**src/rtl/fix_conv_arbiter.sv**
```systemverilog
// fix_conv_arbiter: round-robin two-requester 3-digit ASCII-to-binary converter
// Ports: clk, rst (sync, active-high); req0_i/data0_i, req1_i/data1_i requests with ASCII digits;
// gnt0_o/gnt1_o grant pulses; done0_o/done1_o completion pulses; result_o shared 10-bit value;
// err_o non-digit flag; busy_o. Define FIX_CONV_ERRCHK_EN to enable non-digit detection.
module fix_conv_arbiter (
  input  logic        clk,
  input  logic        rst,
  input  logic        req0_i,
  input  logic [23:0] data0_i,
  input  logic        req1_i,
  input  logic [23:0] data1_i,
  output logic        gnt0_o,
  output logic        gnt1_o,
  output logic        done0_o,
  output logic        done1_o,
  output logic [9:0]  result_o,
  output logic        err_o,
  output logic        busy_o
);
  typedef enum logic [2:0] {IDLE, D2, D1, D0, DONE} state_t;
  state_t r_state, w_next;
  logic r_ptr, r_id, w_win, w_req;
  logic [23:0] r_data, w_in;
  logic [9:0] r_acc, w_mac, w_res;
  logic [7:0] w_byte, w_sub;
  assign w_req = req0_i | req1_i;
  assign w_win = (req0_i & req1_i) ? r_ptr : req1_i;
  assign w_in = w_win ? data1_i : data0_i;
  assign w_byte = (r_state == D2) ? r_data[23:16] : (r_state == D1) ? r_data[15:8] : r_data[7:0];
  assign w_sub = w_byte - 8'h30;
  // D2 starts a fresh accumulation; later digits multiply-accumulate with 10-bit wrap
  assign w_mac = ((r_state == D2) ? 10'd0 : r_acc * 10'd10) + 10'(w_sub & 8'h0f);
`ifdef FIX_CONV_ERRCHK_EN
  logic r_bad, w_bad_in;
  function automatic logic non_digit(input logic [7:0] b);
    return (b < 8'h30) || (b > 8'h39);
  endfunction
  assign w_bad_in = non_digit(w_in[23:16]) | non_digit(w_in[15:8]) | non_digit(w_in[7:0]);
  assign w_res = r_bad ? 10'd0 : w_mac;
  assign err_o = (r_state == DONE) & r_bad;
  always_ff @(posedge clk)
    if (rst) r_bad <= 1'b0;
    else if (r_state == IDLE && w_req) r_bad <= w_bad_in;
`else
  assign w_res = w_mac;
  assign err_o = 1'b0;
`endif
  always_comb begin
    w_next = r_state;
    gnt0_o = (r_state == D2) & ~r_id;
    gnt1_o = (r_state == D2) & r_id;
    done0_o = (r_state == DONE) & ~r_id;
    done1_o = (r_state == DONE) & r_id;
    busy_o = r_state != IDLE;
    case (r_state)
      IDLE: w_next = w_req ? D2 : IDLE;
      D2: w_next = D1;
      D1: w_next = D0;
      D0: w_next = DONE;
      default: w_next = IDLE;
    endcase
  end
  always_ff @(posedge clk)
    if (rst) begin
      r_state <= IDLE;
      r_ptr <= 1'b0;
      r_id <= 1'b0;
      r_data <= 24'd0;
      r_acc <= 10'd0;
      result_o <= 10'd0;
    end else begin
      r_state <= w_next;
      if (r_state == IDLE && w_req) begin
        r_data <= w_in;
        r_id <= w_win;
      end
      if (r_state == D2 || r_state == D1 || r_state == D0) r_acc <= w_mac;
      if (r_state == D0) result_o <= w_res;
      if (r_state == DONE) r_ptr <= ~r_id;
    end
endmodule

```
**config.mk**
```make
export PLATFORM = sky130hd
export DESIGN_NAME = fix_conv_arbiter
export DESIGN_NICKNAME = d
export VERILOG_FILES = /design/src/rtl/fix_conv_arbiter.sv
export SDC_FILE = /design/constraint.sdc
export NUM_CORES = 1
export LEC_CHECK = 0
export BUFFER_PORTS_ARGS = -buffer_cell sky130_fd_sc_hd__buf_2
export CORE_MARGIN = 5
export CORE_UTILIZATION = 40
export DETAILED_ROUTE_END_ITERATION = 10
export GPL_TIMING_DRIVEN = 1
export PLACE_DENSITY = 0.72
export SLEW_MARGIN = 20
export SYNTH_ARGS = -nofsm -noshare
export SYNTH_HDL_FRONTEND = slang
export SYNTH_SLANG_ARGS = --single-unit
```
**constraint.sdc**
```tcl
create_clock -name clk -period 3.65 [get_ports clk]
set_input_delay 0.365 -clock clk [delete_from_list [all_inputs] [get_ports clk]]
set_output_delay 0.365 -clock clk [all_outputs]
set_load 0.05 [all_outputs]
```
==> impl_metrics.ini, run 1 <==
[floorplanning]
start_util_pct = 40.9
pin_count = 68
std_cell_rows = 26
core-area_um2 = 5070
die-area_um2 = 6730
die_w_um = 82.1
die_h_um = 82.1

[logic_synthesis]
synth_fa_ha_area_share_pct = 10.4
synth_area_leaders = dfxtp_1 (35%), ha_1 (8.4%), mux2i_1 (5.8%), a211oi_1 (5.8%), a21oi_1 (5.5%)
yosysTopAreaCellShare_pct = 34.7
avgSynthCellArea_um2 = 8.99
syn_inst = 231
syn-num-nets = 299
async_flop_share_pct = 0
synth_area_um2 = 2080
yosys_warnings = 0
synth_mux_area_share_pct = 5.78
synth_top_cell_by_area = dfxtp_1
synth_simple_gate_area_share_pct = 18.1
synth_top_family_by_area = compound AO/OA/AOI/OAI gates
synth_xor_area_share_pct = 4.04
synthFlopType = dfxtp_1
ys_types = 48
ys_seq_area_share_pct = 34.7
synth-seq-cells = 36
synth-compound-area-share_pct = 21.7
synth_edf_count = 0

[timing]
skew_ns = 0.00648
relSlewSlack_pct = 44.5
tightest_slew_ns = 0.831
period_share_pct = 79.3
fin_setup_tns_ns = 0
min_period_ns = 2.90
finalHoldViolCount = 0
max_freq_ghz = 0.345
rsz0062_at_grt = false
drv_slew = 0
finalSetupViolCount = 0

[worst_setup_path]
cp_max_fo = 14
cp.arrival_ns = 3.12
required_ns = 3.87
critical_path.startpoint_type = flip-flop
cp-end-kind = flip-flop
crit_type = reg -> reg

[final_layout]
layout.nets = 338
layout_commonest_cell = buf_2
diodes = 0
fin_util_pct = 48.6
drive_above_1_share_pct = 22.9
multiInputGateArea_um2 = 1250
final_cell_mix = buf_2 (42), dfxtp_1 (36), nor2_1 (26), nand2_1 (24), a21oi_1 (23)
synthToLayoutAreaGrowth_pct = 18.7
ff_latch_area_um2 = 721
n_fill_cell = 530

[detailed_routing]
drc = 0
wire_per_inst_um = 13.6
via_per_inst = 5.16
vias = 1760
drtAntennaViolNets = 0
firstDrtPassIters = 4
wl_um = 4650
drtIter0Drc = 101

[clock_tree]
clock_path_buffers = 2
clk_pin_slew_worst_paths_ns = 0.08
cts_num_sinks = 36
cts-root-buf = clkbuf_8
holdBufCountCts = 0
cts_setup_buffers = 0
tritoncts = built
clock_latency_ns = 0.29
ctsResizeCount = 0
htreeDepth = 2
numCtsBuffers = 5

[flow_run]
timing.max_cap.violations = 0

[power_and_ir_drop]
finalPower_w = 0.00177
vdd_ir_drop_max_uv = 251
powerDensity_nw_per_um2 = 717
cellLeakagePower_nw = 1.15

[grt]
antenna_found_initial = 0
grt_pass1_vias = 1709
grt_max_degree = 38
grt.total_usage_pct = 15.1
gr-total-overflow = 0
grt_pass1_wl_um = 7720

[placement]
io_buffers = 42
dp_hpwl_um = 3350
place_congestion = 0.874

[min_path]
hp-class = in -> reg

[status]
status = completed
## Yosys cell counts (3+ instances only)
cell and instances:
dfxtp_1 36, nor3_1 4, nor2_1 26, ha_1 14, mux2i_1 12, nand2_1 24
a211oi_1 16, clkbuf_1 4, and3_1 3, o21ai_0 3, a21o_1 3, buf_4 4
inv_1 4, a21oi_1 23, xnor2_1 6, o22a_1 7, nor2b_1 3
## metrics by stage
stage,cell area [um2],setup WS [ns],hold WS (ns),cells
2_1_floorplan,2080,1.11,0.449,231
3_3_place_gp,2310,0.862,0.441,333
3_5_place_dp,2310,0.797,0.445,333
4_1_cts,2460,0.780,0.404,341
5_1_grt,2460,0.587,0.399,341
6_report,2460,0.754,0.406,341
## worst paths after layout
| path | startpoint | end | slack, ns | depth (start not counted) |
|---|---|---|---|---|
| setup / recovery | r_state[2] | result_o[9] | 0.75 | 9 |
| hold / removal | data1_i[10] | r_data[10] | 0.41 | 3 |
| setup reg to reg | r_state[2] | result_o[9] | 0.75 | 9 |
| hold reg to reg | result_o[6] | result_o[6] | 0.45 | 2 |
## power by group
| part | total (W) | switching [W] | internal (W) |
|---|---|---|---|
| sequential | 0.000537 | 0.0000655 | 0.000471 |
| clock | 0.000494 | 0.000152 | 0.000342 |
| combinational | 0.000738 | 0.000453 | 0.000285 |
| total | 0.00177 | 0.000670 | 0.00110 |
## per-layer routing
metal | global-route usage, % | vias to the layer above | routed length, um
li1 | - | 910 | -
met1 | 18.4 | 818 | 2100
met2 | 25.5 | 25 | 2310
met3 | 3.18 | 7 | 153
met4 | 6.48 | 0 | 86
met5 | 0 | - | 0
## cell families after synthesis
family | after synthesis
and+or+nand+nor | 76
AOI/OAI and AO/OA | 65
DFF | 36
buffers and inverters | 17
adders and majority gates | 16
muxes | 12
xor gates and xnor gates | 8
other | 1
## worst max-delay path, stage by stage (launching register included)
cell,delay [ns]
dfxtp_1,0.63
o21bai_1,0.21
a21oi_1,0.12
o22a_1,0.25
ha_1,0.23
fa_1,0.40
a21oi_1,0.33
nor3_1,0.12
a311o_1,0.37
a31oi_1,0.16
## area by class of cell
| cell class | count | share of cell area (%) |
|---|---|---|
| sequential | 36 | 29.2 |
| inverter | 4 | 0.609 |
| timing repair buffer | 45 | 9.44 |
| clock buffer | 5 | 2.79 |
| multi-input combinational | 178 | 50.7 |
| tap | 70 | 3.55 |
| clock inverter | 3 | 3.65 |
## state kept, by name, indices dropped and copies added, names as in the netlist
signal	count
r_ptr	1
r_state	3
r_data	12
r_id	1
r_acc	9
result_o	10
Note: power is estimated with default switching activity, not from simulation.
==> run 2, diff against run 1 <==
Settings changed: PLACE_DENSITY 0.72 to 0.74.
Clock period 3.65 ns to 2.6 ns, I/O delays scaled along.
==> run 2 against run 1 <==
Net effect: sequential power is 39% higher; die area unchanged; clock skew decreased by 0.0018 ns; cell count increased by 3.8%; first-iteration DRC count is 11% lower; critical endpoint is now result_o[8].
==> impl_metrics.ini, run 2 (synthesized netlist as in run 1, its figures left out) <==
[clock_tree]
clock_latency_ns = 0.30
clk_pin_slew_worst_paths_ns = 0.08
cts_num_sinks = 36
numCtsBuffers = 5
tritoncts = built
clock_path_buffers = 2
cts_setup_buffers = 0
cts-root-buf = clkbuf_8
htreeDepth = 2

[final_layout]
layout_commonest_cell = buf_2
layout.nets = 351
drive_above_1_share_pct = 29.2
diodes = 0
synthToLayoutAreaGrowth_pct = 22.7
n_fill_cell = 500
final_cell_mix = buf_2 (42), dfxtp_1 (33), nor2_1 (26), nand2_1 (24), a21oi_1 (22)
fin_cells = 354
reg.largest.list = r_data (12), result_o (10), r_acc (9)
ff_latch_area_um2 = 724
multiInputGateArea_um2 = 1280
largest_register_ffs = 12
top_register = r_data

[floorplanning]
start_util_pct = 40.9
die_w_um = 82.1
std_cell_rows = 26
die_h_um = 82.1
core-area_um2 = 5070
die-area_um2 = 6730
pin_count = 68

[detailed_routing]
via_per_inst = 5.12
drtIter0Drc = 90
wire_per_inst_um = 13.0
vias = 1812
wl_um = 4610
drtAntennaViolNets = 0
firstDrtPassIters = 3
drc = 0

[power_and_ir_drop]
powerDensity_nw_per_um2 = 933
cellLeakagePower_nw = 1.20
vdd_ir_drop_max_uv = 336
finalPower_w = 0.00238

[grt]
grt.total_usage_pct = 14.7
gr-total-overflow = 0
grt_max_degree = 38
grt_pass1_vias = 1728
grt_pass1_wl_um = 7640
antenna_found_initial = 0

[placement]
dp_hpwl_um = 3390
io_buffers = 42
placedCellCount = 346
place_congestion = 0.853
place_ws_ns = 0.0883

[flow_run]
timing.max_cap.violations = 0

[timing]
timing.hold.ws_ns = 0.297
finalSetupViolCount = 0
max_freq_ghz = 0.402
finalHoldViolCount = 0
worst_slack_ns = 0.112
skew_ns = 0.00464
min_period_ns = 2.49
relSlewSlack_pct = 53.2
drv_slew = 0
fin_setup_tns_ns = 0
period_share_pct = 95.7
tightest_slew_ns = 0.702

[worst_setup_path]
cp-end-kind = flip-flop
cpPeakStageDelay_ns = 0.36
cp_top_family = compound AO/OA/AOI/OAI gates
required_ns = 2.76
crit_buf_inv = 2
path_cells = o21bai_1 -> a21oi_1 -> buf_4 -> o22a_1 -> ha_1 -> a21o_1 -> a21oi_1 -> buf_4 -> nor4_4 -> xnor2_1 -> a211oi_2
cpMaxStageDelayCell = dfxtp_2
cp_max_fo = 6
cp.arrival_ns = 2.65
critical_path.startpoint_type = flip-flop
crit_type = reg -> reg

[status]
status = completed

[min_path]
hp-class = in -> reg
-- run 2: cell count changes in the layout (fill, tap and decap cells not counted), moves of 2 or more --
cell,before,now
buf_4,3,16
bufinv_16,3,1
dfxtp_1,36,33
dfxtp_2,0,3
nand2b_1,2,0
nand2b_4,0,2
-- run 2: metrics by stage --
| stage | area [um2] | util (%) |
|---|---|---|
| after floorplan | 2080 | - |
| after global placement | 2400 | 47.4 |
| after detailed placement | 2400 | 47.4 |
| after CTS | 2510 | 49.6 |
| after global routing | 2550 | 50.2 |
| final | 2550 | 50.2 |
-- run 2: metal layers --
layer,share of wire [%],track usage [%],up-vias,routed length [um]
li1,-,-,940,-
met5,0,0,-,0
met3,3.4,2.52,6,157
met2,50,25.1,24,2280
met4,1.9,6.98,0,86
met1,45,17.7,842,2080
-- run 2: area by class of cell --
cell class | count | share of cell area, %
Sequential cell | 36 | 28.4
Clock inverter | 3 | 1.67
Multi-Input combinational cell | 178 | 50.2
Clock buffer | 5 | 2.70
Timing Repair Buffer | 58 | 13.0
Inverter | 4 | 0.589
Tap cell | 70 | 3.44
-- run 2: final timing paths --
kind	from	cells past startpoint	slack (ns)	endpoint
worst max-delay path	r_state[1]	11	0.11	result_o[8]
worst min-delay path	data1_i[10]	3	0.30	r_data[10]
worst max register to register	r_state[1]	11	0.11	result_o[8]
worst min register to register	result_o[5]	2	0.45	result_o[5]
-- run 2: report_power, final --
group | switching [W] | leakage [nW] | internal (W)
registers | 0.0000850 | 0.296 | 0.000663
clock network | 0.000212 | 0.0541 | 0.000284
logic | 0.000665 | 0.846 | 0.000467
total | 0.000962 | 1.20 | 0.00141
-- run 2: timing repair --
action                                  in CTS  in global routing
resized for setup                            0                 10
endpoints found under the setup margin       0                  7
hold buffers                                 0                  0
-- run 2: worst reg2reg max path, delay by kind of cell, from the launching register on --
family	cells	cell delay, ns
AO/OA/AOI/OAI	6	1.00
XOR/XNOR	1	0.29
adder cells (fa/ha/maj)	1	0.31
buffers and inverters	2	0.33
flip-flops	1	0.36
AND/OR/NAND/NOR	1	0.05
==> run 3, diff against run 2 <==
--- a/config.mk
+++ b/config.mk
@@ -8,5 +8,6 @@
 export BUFFER_PORTS_ARGS = -buffer_cell sky130_fd_sc_hd__buf_2
-export CORE_MARGIN = 5
+export CORE_MARGIN = 3
 export CORE_UTILIZATION = 40
 export DETAILED_ROUTE_END_ITERATION = 10
+export GPL_ROUTABILITY_DRIVEN = 0
 export GPL_TIMING_DRIVEN = 1
--- a/constraint.sdc
+++ b/constraint.sdc
@@ -3,2 +3,2 @@
 set_output_delay 0.26 -clock clk [all_outputs]
-set_load 0.05 [all_outputs]
+set_load 0.01 [all_outputs]
==> run 3 against run 2 <==
Net effect: design area fell by 0.44%; global-route usage rose by 0.91 points; combinational power fell by 11%; sequential power rose by 0.5%; first-iteration DRC count rose by 11%; clock skew rose by 0.0049 ns; non-clock buffer count fell by 2; critical path type unchanged; maximum frequency rose by 0.31%; clock-buffer cell count rose by 2; wire length rose by 0.20%; setup slack improved by 0.0078 ns; clock power rose by 8.3%.
==> impl_metrics.ini, run 3 (synthesized netlist as in run 1, its figures left out) <==
[status]
status = completed

[final_layout]
top_register = r_data
diodes = 0
layout_commonest_cell = buf_2
synthToLayoutAreaGrowth_pct = 22.1
reg.largest.list = r_data (12), result_o (10), r_acc (9)
n_fill_cell = 484
largest_register_ffs = 12
final_cell_mix = buf_2 (42), dfxtp_1 (34), nor2_1 (26), nand2_1 (24), a21oi_1 (22)
drive_above_1_share_pct = 28.0
layout.nets = 349
finish.instance_area_um2 = 2540

[worst_setup_path]
required_ns = 2.76
cp-end-kind = flip-flop
cp.arrival_ns = 2.64
crit_type = reg -> reg
critical_path.startpoint_type = flip-flop
cp_max_fo = 3

[grt]
gr-total-overflow = 0
grt.total_usage_pct = 15.6
grt_pass1_vias = 1682
grt_max_degree = 38
antenna_found_initial = 0
grt_pass1_wl_um = 7600

[clock_tree]
htreeDepth = 2
clk_pin_slew_worst_paths_ns = 0.07
clock_latency_ns = 0.29
clock_path_buffers = 2
cts_num_sinks = 36
numCtsBuffers = 5
cts-root-buf = clkbuf_8
tritoncts = built

[timing]
drv_slew = 0
fin_setup_tns_ns = 0
rsz0062_at_grt = false
min_period_ns = 2.48
tightest_slew_ns = 0.695
finalHoldViolCount = 0
max_freq_ghz = 0.403
relSlewSlack_pct = 53.7
finalSetupViolCount = 0
skew_ns = 0.00953
period_share_pct = 95.4

[floorplanning]
pin_count = 68
std_cell_rows = 25
start_util_pct = 42.6
die-area_um2 = 6090
die_h_um = 78.1
core-area_um2 = 4880
die_w_um = 78.1

[detailed_routing]
wl_um = 4620
drtAntennaViolNets = 0
vias = 1833
via_per_inst = 5.25
drc = 0
wire_per_inst_um = 13.2
drtIter0Drc = 100
firstDrtPassIters = 4

[power_and_ir_drop]
vdd_ir_drop_max_uv = 320
cellLeakagePower_nw = 1.20
powerDensity_nw_per_um2 = 908

[placement]
place_area_um2 = 2380
dp_hpwl_um = 3370
io_buffers = 42

[min_path]
hp-class = in -> reg

[flow_run]
timing.max_cap.violations = 0
## run 3: what timing repair did
action / CTS / global route
buffers inserted: 0 / 0
endpoints found under the hold margin: 0 / 0
hold buffers: 0 / 0
resized for setup: 0 / 6
endpoints found under the setup margin: 0 / 8
## run 3: area by class of cell
class                      instances  area, um2  share of cell area [%]
multi-input combinational        178       1270                    50.2
sequential                        36        723                    28.5
timing repair buffer              56        315                    12.4
clock buffer                       7       96.3                    3.80
tap                               67       83.8                    3.31
clock inverter                     1       30.0                    1.18
inverter                           4       15.0                   0.592
## run 3: final timing paths
| check | start | to | slack, ns | cells past startpoint |
|---|---|---|---|---|
| min reg2reg | result_o[5] | result_o[5] | 0.46 | 2 |
| max | r_acc[3] | result_o[9] | 0.12 | 8 |
| max reg2reg | r_acc[3] | result_o[9] | 0.12 | 8 |
| min | data1_i[11] | r_data[11] | 0.30 | 3 |
## run 3: power breakdown
part / leakage (nW) / internal [W] / switching, W
clock network: 0.0645 / 0.000338 / 0.000199
logic: 0.838 / 0.000455 / 0.000558
registers: 0.296 / 0.000663 / 0.0000886
## run 3: per-stage QoR
step | std cells | hold slack [ns] | power, W | util, % | worst slack (ns)
global route | 349 | 0.313 | 0.00247 | 52.0 | 0.0123
CTS | 349 | 0.302 | 0.00230 | 51.5 | 0.0516
detailed placement | 341 | 0.447 | 0.00175 | 48.9 | 0.0844
finish | 349 | 0.302 | 0.00230 | 52.0 | 0.119
global placement | 341 | 0.441 | 0.00172 | 48.9 | 0.113
floorplan | 231 | 0.449 | 0.00149 | - | 0.0581
## run 3: layer usage
layer	vias up	share of wire (%)	GRT usage [%]
met5	-	0	0
met4	0	1.6	4.72
met3	8	4.5	3.90
met2	39	47	25.6
met1	854	47	20.2
li1	932	-	-
## run 3: worst max-delay path, stage by stage (launching register included)
cell and delay [ns]:
dfxtp_1 0.40, ha_1 0.26, ha_1 0.24, fa_1 0.43
xnor2_1 0.18, or2_4 0.29, nor3_1 0.26, a311o_1 0.21
a31oi_1 0.08
